`config.mk`:
```
export PLATFORM = sky130hd
export DESIGN_NAME = sm83_irq_ctl
export DESIGN_NICKNAME = d
export VERILOG_FILES = /design/src/rtl/sm83_irq_ctl.sv
export SDC_FILE = /design/constraint.sdc
export NUM_CORES = 1
export LEC_CHECK = 0
export BUFFER_PORTS_ARGS = -buffer_cell sky130_fd_sc_hd__buf_2
export CAP_MARGIN = 20
export CORE_MARGIN = 4
export CORE_UTILIZATION = 33
export CTS_CLUSTER_DIAMETER = 30
export DETAILED_ROUTE_END_ITERATION = 6
export GPL_ROUTABILITY_DRIVEN = 0
export PLACE_DENSITY = 0.62
export SYNTH_ARGS = -nofsm -noshare
export SYNTH_HDL_FRONTEND = slang
export SYNTH_SLANG_ARGS = --single-unit
```
`constraint.sdc`:
```
create_clock -name clk -period 2.7 [get_ports clk]
set_clock_uncertainty 0.15 [all_clocks]
set_input_delay 0.54 -clock clk [delete_from_list [all_inputs] [get_ports clk]]
set_output_delay 0.54 -clock clk [all_outputs]
set_load 0.01 [all_outputs]
```
`src/rtl/sm83_irq_ctl.sv`:
```
// sm83_irq_ctl: interrupt sequencer for the sm83 core.
// Owns IME, the one-instruction EI delay and the HALT state, and turns the
// IE-masked request lines into a five M-cycle dispatch with a priority
// sample at the end of D4 (after the PC-high push).
module sm83_irq_ctl #(
    parameter int                   NUM_IRQS  = 8,
    parameter int                   ADR_WIDTH = 16,
    parameter logic [ADR_WIDTH-1:0] VEC_BASE  = 16'h0040,
    parameter int                   VEC_SHIFT = 3
) (
    input  logic                 clk,
    input  logic                 reset,
    input  logic                 mcyc_end,
    input  logic                 insn_end,
    input  logic                 op_ei,
    input  logic                 op_di,
    input  logic                 op_reti,
    input  logic                 op_halt,
    input  logic [NUM_IRQS-1:0]  irq,
    output logic [NUM_IRQS-1:0]  iack,
    output logic                 dispatch,
    output logic [2:0]           disp_m,
    output logic [ADR_WIDTH-1:0] vector,
    output logic                 vec_valid,
    output logic                 ime,
    output logic                 halted,
    output logic                 halt_bug
);

    localparam int IDX_W = (NUM_IRQS > 1) ? $clog2(NUM_IRQS) : 1;

    typedef enum logic [2:0] {
        S_IDLE = 3'd0,
        S_D1   = 3'd1,
        S_D2   = 3'd2,
        S_D3   = 3'd3,
        S_D4   = 3'd4,
        S_D5   = 3'd5
    } state_t;

    // Index of the highest-priority (lowest-numbered) pending request.
    function automatic logic [IDX_W-1:0] lowest_idx(input logic [NUM_IRQS-1:0] v);
        lowest_idx = '0;
        for (int i = NUM_IRQS - 1; i >= 0; i--) begin
            if (v[i]) begin
                lowest_idx = IDX_W'(i);
            end else begin
                lowest_idx = lowest_idx;
            end
        end
    endfunction

    state_t                 state_r, state_s;
    logic                   ime_r, ime_s;
    logic                   ei_pend_r, ei_pend_s;
    logic                   halted_r, halted_s;
    logic                   wake_r, wake_s;      // woke from HALT with IME set
    logic                   halt_bug_r, halt_bug_s;
    logic [ADR_WIDTH-1:0]   vector_r, vector_s;
    logic                   dispatch_r;
    logic [2:0]             disp_m_r;
    logic                   vec_valid_r;
    logic                   boundary_s;
    logic                   start_s;
    logic                   any_irq_s;
    logic [NUM_IRQS-1:0]    iack_s;

    // Next-state logic: halt wake, dispatch sequencing and boundary decode.
    always_comb begin
        state_s    = state_r;
        ime_s      = ime_r;
        ei_pend_s  = ei_pend_r;
        halted_s   = halted_r;
        wake_s     = wake_r;
        halt_bug_s = 1'b0;
        vector_s   = vector_r;
        any_irq_s  = |irq;
        boundary_s = mcyc_end & insn_end & (state_r == S_IDLE) & ~halted_r;
        // After a wake with IME set the insn_end qualification is bypassed.
        start_s    = (state_r == S_IDLE) & ~halted_r & mcyc_end &
                     (insn_end | wake_r) & ime_r & any_irq_s;

        if (halted_r) begin
            if (any_irq_s) begin
                halted_s = 1'b0;
                wake_s   = ime_r;
            end else begin
                halted_s = 1'b1;
            end
        end else if (state_r != S_IDLE) begin
            if (mcyc_end) begin
                case (state_r)
                    S_D1: state_s = S_D2;
                    S_D2: state_s = S_D3;
                    S_D3: state_s = S_D4;
                    S_D4: begin
                        state_s = S_D5;
                        if (any_irq_s) begin
                            vector_s = VEC_BASE + (ADR_WIDTH'(lowest_idx(irq)) << VEC_SHIFT);
                        end else begin
                            vector_s = '0;
                        end
                    end
                    S_D5:    state_s = S_IDLE;
                    default: state_s = S_IDLE;
                endcase
            end else begin
                state_s = state_r;
            end
        end else if (mcyc_end) begin
            wake_s = 1'b0;
            if (start_s) begin
                // Dispatch wins; this boundary's op decode is discarded.
                state_s   = S_D1;
                ime_s     = 1'b0;
                ei_pend_s = 1'b0;
            end else if (boundary_s) begin
                if (op_di) begin
                    ime_s     = 1'b0;
                    ei_pend_s = 1'b0;
                end else begin
                    if (op_reti | ei_pend_r) begin
                        ime_s = 1'b1;
                    end else begin
                        ime_s = ime_r;
                    end
                    ei_pend_s = op_ei & ~op_reti;
                end
                if (op_halt) begin
                    if (~ime_r & any_irq_s) begin
                        halt_bug_s = 1'b1;
                    end else begin
                        halted_s = 1'b1;
                    end
                end else begin
                    halted_s = 1'b0;
                end
            end else begin
                state_s = state_r;
            end
        end else begin
            state_s = state_r;
        end
    end

    // Acknowledge is only meaningful on the sampling clk of D4; reset suppresses it.
    always_comb begin
        iack_s = '0;
        if ((state_r == S_D4) & mcyc_end & ~reset) begin
            iack_s = irq & (~irq + NUM_IRQS'(1));
        end else begin
            iack_s = '0;
        end
    end

    // State and registered outputs, synchronous reset.
    always_ff @(posedge clk) begin
        if (reset) begin
            state_r     <= S_IDLE;
            ime_r       <= 1'b0;
            ei_pend_r   <= 1'b0;
            halted_r    <= 1'b0;
            wake_r      <= 1'b0;
            halt_bug_r  <= 1'b0;
            vector_r    <= '0;
            dispatch_r  <= 1'b0;
            disp_m_r    <= 3'd0;
            vec_valid_r <= 1'b0;
        end else begin
            state_r     <= state_s;
            ime_r       <= ime_s;
            ei_pend_r   <= ei_pend_s;
            halted_r    <= halted_s;
            wake_r      <= wake_s;
            halt_bug_r  <= halt_bug_s;
            vector_r    <= vector_s;
            dispatch_r  <= (state_s != S_IDLE);
            disp_m_r    <= (state_s == S_IDLE) ? 3'd0 : (3'(state_s) - 3'd1);
            vec_valid_r <= (state_s == S_D5);
        end
    end

    assign iack      = iack_s;
    assign dispatch  = dispatch_r;
    assign disp_m    = disp_m_r;
    assign vector    = vector_r;
    assign vec_valid = vec_valid_r;
    assign ime       = ime_r;
    assign halted    = halted_r;
    assign halt_bug  = halt_bug_r;

endmodule

```
* Word level (Yosys, flattened, before mapping)
Index checks and enable logic that the tools add are counted.
** Cells by class
- Bitwise logic cells :: 24
- Mux-type cells :: 41
- Equal/unequal tests :: 7
- $add $sub $neg :: 3
- Reductions and logical operators :: 14
** Operators by type and width (count)
- $mux W3 :: 18
- $mux W1 :: 20
- $mux W8 :: 2
- $and A1 B1 Y1 :: 12
- $pmux W3 S4 :: 1
- $reduce_bool A3 Y1 :: 3
- $add A7 B6 Y8 const A :: 1
- $add A8 B1 Y8 const B :: 1
- $and A8 B8 Y8 :: 1
- $not A1 Y1 :: 8
- $not A8 Y8 :: 1
- $reduce_and A4 Y1 :: 2
- $reduce_or A8 Y1 :: 1
- $reduce_or A7 Y1 :: 1
- $eq A3 B2 Y1 const B :: 2
- $eq A3 B3 Y1 const B :: 2
- $logic_not A3 Y1 :: 2
- $reduce_and A5 Y1 :: 1
- $reduce_bool A2 Y1 :: 2
- $eq A3 B1 Y1 const B :: 1
- $reduce_and A3 Y1 :: 1
- $sub A3 B1 Y3 const B :: 1
- $ne A2 B1 Y1 const B :: 1
- $ne A2 B2 Y1 const B :: 1
- 2 further kinds :: 3
** Storage, ports and cells
- Input port bits :: 16
- Output and inout port bits :: 32
- Flip-flop bits (word level) :: 29

* Longest topological paths before layout
Gate-level depths: netlist of run 1.
- Depth in word-level cells :: 15
- Mapped depth :: 8
- Depth with buffers taken out :: 8

* Worst setup path before layout of run 1
Ideal clock, no wire load.
- Kind :: input port to flip-flop
- Start :: input port irq[0]
- End :: register disp_m_r[0], in the netlist disp_m[0]
- Setup slack :: 0.540 ns
- Path buffers :: 0
- Arrival :: 1.895 ns
- Stages :: 7
- Path through :: or4_4 > o221ai_4 > a31oi_4 > clkinv_2 > ha_1 > a31oi_1 > and2_1
** Between the ends
- Word-level cells in the longest chain between the ends :: 8
- Elaborated cells between the ends (all ways) :: 9
** Ends and longest elaborated chain
- start: declaration :: RTL line 19 : input logic [NUM_IRQS-1:0] irq,
- $reduce_or A8 Y1 * :: RTL line 77 : any_irq_s = |irq;
- $and A1 B1 Y1 * :: RTL line 81 : (insn_end | wake_r) & ime_r & any_irq_s;
- $mux W3 * :: RTL line 112 : if (start_s) begin
- $mux W3 * :: RTL line 110 : end else if (mcyc_end) begin
- $mux W3 * :: RTL line 90 : end else if (state_r != S_IDLE) begin
- $mux W3 * :: RTL line 83 : if (halted_r) begin
- via state_s[0] :: RTL line 53 : state_t state_r, state_s;
- branches (longest 2 deep; another with $sub A3 B1 Y3)
- end signal: assignment :: RTL line 178 : disp_m_r <= (state_s == S_IDLE) ? 3'd0 : (3'(state_s) - 3'd1);
- end: declaration :: RTL line 61 : logic [2:0] disp_m_r;
Mark *: on every way through the listed nets, which the timed path passes.
A chain may end at the register's enable or synchronous reset.

* Final worst setup path of run 1
- Start :: register state_r[1]
- End :: output port iack[7]
** Between the ends
- Word-level cells in the longest chain between the ends :: 4
** Ends and longest elaborated chain
- start: declaration :: RTL line 53
- start signal: assignment :: RTL line 170 : state_r <= state_s;
- $eq A3 B3 Y1 :: RTL line 149 : if ((state_r == S_D4) & mcyc_end & ~reset) begin
- $and A1 B1 Y1 (2 in series) :: RTL line 149
- $mux W8 :: RTL line 149
- end: declaration :: RTL line 20 : output logic [NUM_IRQS-1:0] iack,
No other way between the ends.

==> results of run 1 <==
how the worst min path moves through the flow:
stage                          from        end  slack [ps]  cells past startpoint
after detailed placement  vector[6]  vector[6]         300                      2
after CTS                 vector[6]  vector[6]         310                      2
after floorplan           vector[5]  vector[5]         330                      2
after global placement    vector[5]  vector[5]         300                      2
final                     vector[4]  vector[4]         310                      2
after global routing      vector[3]  vector[3]         340                      2
cell usage in the layout (no fill, tap or decap), types with 4 or more instances in the layout:
cell	n
and2_1	5
nand2_1	10
nor2_1	9
and3_1	4
dfxtp_1	17
nor3_1	4
a21oi_1	9
nand3_1	5
buf_2	35
nor3b_1	4
conb_1	12
per-stage QoR:
step / std cells / total power, mW / setup WS (ps) / util [%] / area [µm²]
final: 191 / 0.461 / 277 / 43.1 / 1230
after global routing: 191 / 0.490 / 168 / 43.1 / 1230
after CTS: 191 / 0.468 / 269 / 43.1 / 1230
after detailed placement: 187 / 0.331 / 285 / 42.1 / 1200
after global placement: 187 / 0.329 / 356 / 42.1 / 1200
after floorplan: 132 / 0.314 / 540 / - / 1070
per-layer routing:
layer / track usage, % / share of wire, %
met5: 0 / 0
met4: 4.85 / 1.7
met3: 1.07 / 3.7
met2: 21.8 / 50
met1: 14.0 / 45
flip-flops by register name, summed over array words and instances (netlist names):
register / flops
state_r: 3
ime: 1
disp_m: 3
halt_bug: 1
dispatch: 1
halted: 1
vec_valid: 1
wake_r: 1
vector: 4
ei_pend_r: 1
cell families (layout without fill, tap and decap cells):
kind of cell	Yosys count	after routing	synth area share, %
AO/OA/AOI/OAI	24	24	17.5
AND/OR/NAND/NOR	59	59	33.6
other	1	12	0.366
multiplexers	1	1	0.977
flip-flops	17	17	33.2
adder cells (fa/ha/maj)	3	3	3.66
buffers and inverters	16	44	10.7
worst max-delay path, cell delays in order, from the launching register on:
cell and delay (ps):
dfxtp_1 350, nor2_1 110, buf_4 160, and4b_1 310, and2_1 190, and4b_1 200
buf_2 130
area by class of cell:
cell class,count,share of cell area [%]
multi-input cells,99,50.1
flip-flops and latches,17,27.7
repair buffers,38,16.1
well taps,31,3.16
clock buffers,3,1.83
inverters,2,0.713
clock inverters,1,0.407
power by group through the flow:
| stage | Sequential (mW) | Combinational, mW | Clock (mW) |
|---|---|---|---|
| after floorplan | 0.264 | 0.0504 | 0 |
| after global placement | 0.263 | 0.0666 | 0 |
| after detailed placement | 0.263 | 0.0680 | 0 |
| after CTS | 0.257 | 0.0681 | 0.143 |
| after global routing | 0.258 | 0.0768 | 0.156 |
| final | 0.257 | 0.0683 | 0.136 |
==> reports/qor.yml, run 1 <==
cells_and_area:
  fillCellCount: 296
  fin_nets: 180
  drive_gt1_share_pct: 31.3
  ff_latch_area_um2: 340
  multi_input_area_um2: 616
  diodes: 0
  area_growth_pct: 19.9
job:
  maxCapViolCount: 0
detailed_routing:
  wl_per_cell_um: 12.1
  ant_nets: 0
  postRouteWirelength_mm: 2.32
  dr_total_vias: 964
  detail_route.iter0.violations: 14
  dr.pass1.iters: 4
  drcViolationCount: 0
  vias_per_cell: 5.05
yosys:
  synth_seq_area_share_pct: 33.2
  async_reset_ff_share_pct: 0
  synth_area_um2: 1020
  synth_cell_types: 38
  synthCells: 121
  yosysMostFrequentCell: "dfxtp_1"
  synthTopCellsByArea: "dfxtp_1 (33%), buf_4 (9.5%), a21oi_1 (4.4%)"
  synth_ff_type: "dfxtp_1"
  netlist_top_cells_count: "dfxtp_1 (17), buf_4 (13), nand2_1 (10)"
  yosysTopAreaCellShare_pct: 33.2
  synth_edf_count: 0
  synth.largest_area_cell: "dfxtp_1"
  postSynthAreaPerCell_um2: 8.47
  synth_seq_cells: 17
  yosysWarnings: 0
critical_path:
  r2r_end: "disp_m[0]"
  ff2ff_setup_slack_ps: 780
  path_max_fanout: 7
  critical_path_arrival_ps: 1730
  reg2reg_depth: 6
  cp-endpoint: "iack[7]"
  required_ps: 2010
  r2r_start: "halted"
  end_kind: "output pin"
  critPathLaunch: "state_r[1]"
  start_kind: "register"
  path_class: "register to output pin"
sta:
  max_freq_mhz: 413
  fin_setup_tns_ps: 0
  period_minus_slack_ps: 2420
  fin_crit_sh_pct: 89.8
  setup_violations: 0
  rsz0062_at_grt: "false"
  holdWs_ps: 308
  slew_viol_final: 0
  finalHoldViolCount: 0
pwr:
  seqPwrFrac_pct: 55.7
  power.density_nw_per_um2: 375
  intPower_uw: 336
  ir_worst_vdd_v: 0.000119
  p_leak_nw: 0.571
  power.switching_uw: 126
  clockPowerShare_pct: 29.5
  comb_power_share_pct: 14.8
  switching_share_pct: 27.2
floorplanning:
  core_um2: 2850
  dieArea_um2: 4060
  fp-row-count: 19
  die_y_um: 63.7
  initial_core_util_pct: 35.9
  die_width_um: 63.7
  io_pins: 48
clocking:
  numCtsBuffers: 3
  clockBufferDepth: 2
  cts_tree: "yes"
  cts_resized: 0
  post-cts-setup-buffers: 0
  htreeDepth: 1
  root_buffer: "clkbuf_4"
  cts.sinks: 17
  ctsHoldBuffers: 0
  clk_transition_reported_paths_ps: 90
  clk_latency_ps: 290
placed_design:
  numPortBuffers: 35
  dp_hpwl_mm: 1.88
global_route:
  overflow: 0
  grt.total_usage_pct: 11.8
  grt_pass1_vias: 933
  antenna_found_initial: 0
  grt_pass1_wl_mm: 3.92
  grt_max_degree: 19
hold_path:
  worst_hold_path_type: "register to register"
status:
  status: "complete, no violations"
(Power assumes the default switching activity.)
==> run 2: changes to the inputs <==
HOLD_SLACK_MARGIN = 0.12   (was default)
PLACE_DENSITY = 0.64   (was 0.62)
clock period = 2.05 ns   (was 2.7 ns; I/O delays follow)
==> run 2 against run 1 <==
Sequential cell count unchanged. Non-clock buffer count grew 16. Count of clock-buffer cells in the layout up 1. Global-route usage grew 1.2 points. Register-to-register slack worse by 570 ps. Combinational power grew 65%. Worst setup slack worse by 260 ps. First-iteration DRC count rose by 14%.
==> reports/qor.yml, run 2 (synthesis results as in run 1) <==
critical_path:
  cp-endpoint: "iack[7]"  # unchanged
  start_kind: "input port"  # was register
  path_class: "input port to output pin"  # was register to output pin
  crit_family: "simple AND/OR/NAND/NOR gates"  # unchanged
  r2r_start: "state_r[1]"  # was halted
  end_kind: "output pin"  # unchanged
  r2r_end: "disp_m[0]"  # unchanged
  path_max_fanout: 5  # was 7
  critPathMaxStageDelay_ps: 300  # was 350 ps
  crit_buf_inv: 3  # was 2
  cpMostUsedCell: "buf_2"  # was and4b_1
  worst_path_max_delay_cell: "nor4_4"  # was dfxtp_1
  required_ps: 1490  # was 2010 ps
  crit_cells: 6  # unchanged
  critical_path_arrival_ps: 1470  # was 1730 ps
  cp_cell_sequence: "buf_2, buf_4, nor4_4, and2_4, and4b_1, buf_2"  # was nor2_1, buf_4, and4b_1, and2_1, and4b_1, buf_2
  reg2reg_depth: 8  # was 6
  critPathLaunch: "irq[0]"  # was state_r[1]
  ff2ff_setup_slack_ps: 210  # was 780 ps
global_route:
  grt.total_usage_pct: 13.0  # was 11.8%
  overflow: 0  # unchanged
  grt_pass1_vias: 1008  # was 933
  grt_max_degree: 19  # unchanged
  grt_pass1_wl_mm: 4.31  # was 3.92 mm
  antenna_found_initial: 0  # unchanged
sta:
  fin_crit_sh_pct: 99.1
  finalHoldViolCount: 0  # unchanged
  rsz0062_at_grt: "true"  # was false
  max_freq_mhz: 492
  fin_setup_tns_ps: 0  # unchanged
  period_minus_slack_ps: 2030
  setup_violations: 0  # unchanged
  slew_viol_final: 0  # unchanged
placed_design:
  numPortBuffers: 35  # unchanged
  dp_hpwl_mm: 2.09  # was 1.88 mm
pwr:
  intPower_uw: 458  # was 336 µW
  p_leak_nw: 0.655  # was 0.571 nW
  report.power.total_uw: 624  # was 461 µW
  clockPowerShare_pct: 28.0  # was 29.5%
  power.switching_uw: 165  # was 126 µW
  power.density_nw_per_um2: 449  # was 375 nW/µm²
  comb_power_share_pct: 18.1  # was 14.8%
  seqPwrFrac_pct: 53.9  # was 55.7%
  ir_worst_vdd_v: 0.000181  # was 0.000119 V
  switching_share_pct: 26.5  # was 27.2%
clocking:
  cts_tree: "yes"  # unchanged
  numCtsBuffers: 3  # unchanged
  clk_latency_ps: 290  # about the same
  root_buffer: "clkbuf_4"  # unchanged
  cts.sinks: 17  # unchanged
  clk_transition_reported_paths_ps: 90  # about the same
  clockBufferDepth: 2  # unchanged
  htreeDepth: 1  # unchanged
floorplanning:
  core_um2: 2850  # unchanged
  dieArea_um2: 4060  # unchanged
  fp-row-count: 19  # unchanged
  io_pins: 48  # unchanged
  initial_core_util_pct: 35.9  # unchanged
  die_width_um: 63.7  # unchanged
  die_y_um: 63.7  # unchanged
detailed_routing:
  postRouteWirelength_mm: 2.68  # was 2.32 mm
  detail_route.iter0.violations: 16  # was 14
  wl_per_cell_um: 12.9  # was 12.1 µm
  dr_total_vias: 1018  # was 964
  vias_per_cell: 4.92  # was 5.05
  dr.pass1.iters: 4  # unchanged
  ant_nets: 0  # unchanged
  drcViolationCount: 0  # unchanged
cells_and_area:
  diodes: 0  # unchanged
  mostFrequentLayoutCell: "buf_2"  # unchanged
  fillCellCount: 290  # was 296
  final_cell_mix: "buf_2 (35), buf_4 (19), dfxtp_1 (14)"  # was buf_2 (35), dfxtp_1 (17), conb_1 (12)
  fin_nets: 196  # was 180
  area_growth_pct: 35.7  # was 19.9%
  drive_gt1_share_pct: 42.0  # was 31.3%
  largest_reg_flops: 4  # unchanged
job:
  maxCapViolCount: 0  # unchanged
hold_path:
  worst_hold_path_type: "input port to register"  # was register to register
status:
  status: "complete, no violations"  # unchanged
## run 2: final cells by class
type / instances / area (µm²) / area share [%]
Clock buffer: 4 / 26.3 / 1.89
Inverter: 2 / 8.76 / 0.630
Multi-Input combinational cell: 99 / 649 / 46.7
Sequential cell: 17 / 349 / 25.1
Tap cell: 31 / 38.8 / 2.79
Timing Repair Buffer: 54 / 318 / 22.9
## run 2: stage by stage
step	util, %	hold WS [ps]	worst slack, ps	instances	cell area, µm²
finish	48.7	233	17.9	207	1390
global route	48.7	246	-67.6	207	1390
CTS	48.3	221	-4.32	207	1380
detailed placement	45.5	301	-151	200	1300
global placement	45.5	294	-97.6	200	1300
floorplan	-	326	19.8	132	1070
## run 2: layer usage
metal	track usage, %	share of wire, %	vias to the layer above
met4	4.85	0.41	0
met3	2.13	6.1	2
met2	24.3	53	33
met5	0	0	-
met1	14.7	40	459
li1	-	-	524
## run 2: worst register-to-register path, stage by stage (launching register included)
cell	delay (ps)
dfxtp_4	370
buf_4	150
a21oi_1	160
mux2i_1	140
a31oi_4	200
clkinv_2	110
ha_1	200
a31oi_1	180
and2_1	150
## run 2: what timing repair did
item                       CTS  global route
pin swaps                    3             2
setup buffers                3             0
hold endpoints to repair     0             0
setup endpoints to repair    5             9
resized for setup           10             3
hold buffers                 0             0
## run 2: power by group through the flow
stage | sequential (mW) | combinational, mW | clock, mW
3_5_place_dp | 0.346 | 0.106 | 0
4_1_cts | 0.336 | 0.111 | 0.187
6_report | 0.336 | 0.113 | 0.175
2_1_floorplan | 0.348 | 0.0664 | 0
5_1_grt | 0.337 | 0.124 | 0.199
3_3_place_gp | 0.346 | 0.103 | 0
## run 2: how the worst min path moves through the flow
stage / slack [ps] / cells past startpoint / end / startpoint
floorplan: 330 / 2 / vector[5] / vector[5]
global placement: 290 / 2 / vector[5] / vector[5]
detailed placement: 300 / 2 / vector[6] / vector[6]
CTS: 220 / 3 / halt_bug / op_halt
global route: 250 / 3 / halt_bug / op_halt
finish: 230 / 3 / halt_bug / op_halt
==> run 3: changes to the inputs <==
CTS_BUF_LIST = sky130_fd_sc_hd__clkbuf_4   (was default)
==> run 3 against run 2 <==
Largest power group unchanged. Register-to-register slack is essentially flat. Maximum frequency is essentially flat. Hold slack lost 6.6 ps. Sequential share of layout area shrank 0.068 points. Critical path depth is the same. Sequential cell count is the same. Worst setup slack is essentially flat. Global-route usage is essentially flat. Clock power grew 9.7%. Final area grew 0.27%.
==> reports/qor.yml, run 3 (synthesis results as in run 1) <==
detailed_routing:
  postRouteWirelength_mm: 2.67  # was 2.68 mm
  detail_route.iter0.violations: 13  # was 16
  ant_nets: 0  # unchanged
  dr.pass1.iters: 2  # was 4
  vias_per_cell: 4.93  # was 4.92
  drcViolationCount: 0  # unchanged
  wl_per_cell_um: 12.9  # about the same
  dr_total_vias: 1021  # was 1018
sta:
  rsz0062_at_grt: "true"  # unchanged
  finalWorstSetupSlack_ps: 17.4  # was 17.9 ps
  slew_viol_final: 0  # unchanged
  setup_violations: 0  # unchanged
  max_freq_mhz: 492  # about the same
  fin_crit_sh_pct: 99.2  # was 99.1%
  period_minus_slack_ps: 2030  # about the same
  finalHoldViolCount: 0  # unchanged
global_route:
  antenna_found_initial: 0  # unchanged
  grt_pass1_wl_mm: 4.31  # unchanged
  grt_max_degree: 19  # unchanged
  overflow: 0  # unchanged
  grt_pass1_vias: 1009  # was 1008
  grt.total_usage_pct: 13.0  # about the same
cells_and_area:
  mostFrequentLayoutCell: "buf_2"  # unchanged
  area_growth_pct: 36.0  # was 35.7%
  fin_nets: 196  # unchanged
  largest_reg_flops: 4  # unchanged
  final_cell_mix: "buf_2 (35), buf_4 (19), dfxtp_1 (14)"  # unchanged
  diodes: 0  # unchanged
  drive_gt1_share_pct: 42.6  # was 42.0%
clocking:
  htreeDepth: 1  # unchanged
  root_buffer: "clkbuf_4"  # unchanged
  clk_latency_ps: 290  # about the same
  cts.sinks: 17  # unchanged
  cts_tree: "yes"  # unchanged
  ctsHoldBuffers: 0  # unchanged
  clk_transition_reported_paths_ps: 100  # was 90 ps
  numCtsBuffers: 3  # unchanged
  clockBufferDepth: 2  # unchanged
placed_design:
  dp_slack_ps: -151  # unchanged
  dp_hpwl_mm: 2.09  # unchanged
  numPortBuffers: 35  # unchanged
hold_path:
  hold_path_depth: 3  # unchanged
  min_from: "op_halt"  # unchanged
  worst_hold_path_type: "input port to register"  # unchanged
  hold_end: "halt_bug"  # unchanged
pwr:
  clockPowerShare_pct: 30.0  # was 28.0%
  power.density_nw_per_um2: 460  # was 449 nW/µm²
  p_leak_nw: 0.659  # was 0.655 nW
  power.switching_uw: 169  # was 165 µW
  comb_power_share_pct: 17.6  # was 18.1%
  report.power.total_uw: 641  # was 624 µW
  switching_share_pct: 26.4  # was 26.5%
  ir_worst_vdd_v: 0.000181  # about the same
  seqPwrFrac_pct: 52.5  # was 53.9%
  intPower_uw: 472  # was 458 µW
floorplanning:
  core_um2: 2850  # unchanged
  fp-row-count: 19  # unchanged
  initial_core_util_pct: 35.9  # unchanged
  dieArea_um2: 4060  # unchanged
  io_pins: 48  # unchanged
  die_width_um: 63.7  # unchanged
  die_y_um: 63.7  # unchanged
critical_path:
  r2r_end: "disp_m[0]"  # unchanged
  start_kind: "input port"  # unchanged
  critical_path_arrival_ps: 1470  # about the same
  reg2reg_depth: 8  # unchanged
  end_kind: "output pin"  # unchanged
  path_class: "input port to output pin"  # unchanged
  critPathLaunch: "irq[0]"  # unchanged
  path_max_fanout: 5  # unchanged
  ff2ff_setup_slack_ps: 220  # was 210 ps
  required_ps: 1490  # about the same
  r2r_start: "state_r[1]"  # unchanged
job:
  maxCapViolCount: 0  # unchanged
status:
  status: "complete, no violations"  # unchanged
[run 3: cell count changes in the layout (fill, tap and decap cells not counted)]
cell	change
clkbuf_1	-1
clkbuf_4	+1
[run 3: power groups by stage]
stage	Clock, mW	Combinational [mW]	Sequential, mW
2_1_floorplan	0	0.0664	0.348
4_1_cts	0.200	0.111	0.336
3_5_place_dp	0	0.106	0.346
6_report	0.192	0.113	0.336
5_1_grt	0.214	0.124	0.337
3_3_place_gp	0	0.103	0.346
[run 3: what timing repair did]
action,4_1_cts,5_1_grt
setup endpoints to repair,5,9
gates resized for setup,10,3
cloned,0,0
pin swaps,3,2
setup buffers,3,0
[run 3: worst max-delay path by stage]
stage / cells past startpoint / to / slack (ps)
2_1_floorplan: 7 / disp_m[0] / 20
3_3_place_gp: 8 / disp_m[1] / -100
3_5_place_dp: 8 / disp_m[0] / -150
4_1_cts: 5 / iack[7] / -4
5_1_grt: 6 / iack[3] / -70
6_report: 6 / iack[7] / 20
[run 3: critical path: stages]
cell	delay (ps)
buf_2	110
buf_4	150
nor4_4	300
and2_4	190
and4b_1	190
buf_2	130
[run 3: per-stage QoR]
step / hold slack [ps] / std cells / utilization [%] / TNS (ps) / instance area (µm²)
final: 227 / 207 / 48.9 / 0 / 1390
after global routing: 243 / 207 / 48.9 / -151 / 1390
after CTS: 221 / 207 / 48.4 / -4.31 / 1380
after detailed placement: 301 / 200 / 45.5 / -548 / 1300
after global placement: 294 / 200 / 45.5 / -293 / 1300
after floorplan: 326 / 132 / - / 0 / 1070
[run 3: cell type report]
class,count,area (µm²)
Fill cell,288,1460
Timing Repair Buffer,54,318
Tap cell,31,38.8
Multi-Input combinational cell,99,649
Clock buffer,4,30.0
Inverter,2,8.76
Sequential cell,17,349
[run 3: metal layers]
metal  vias up  wire length [µm]  track usage, %
met5         -                 0               0
met4         0                23            4.85
met3         4               155            2.13
met2        31              1400            24.3
met1       462              1090            14.8
li1        524                 -               -
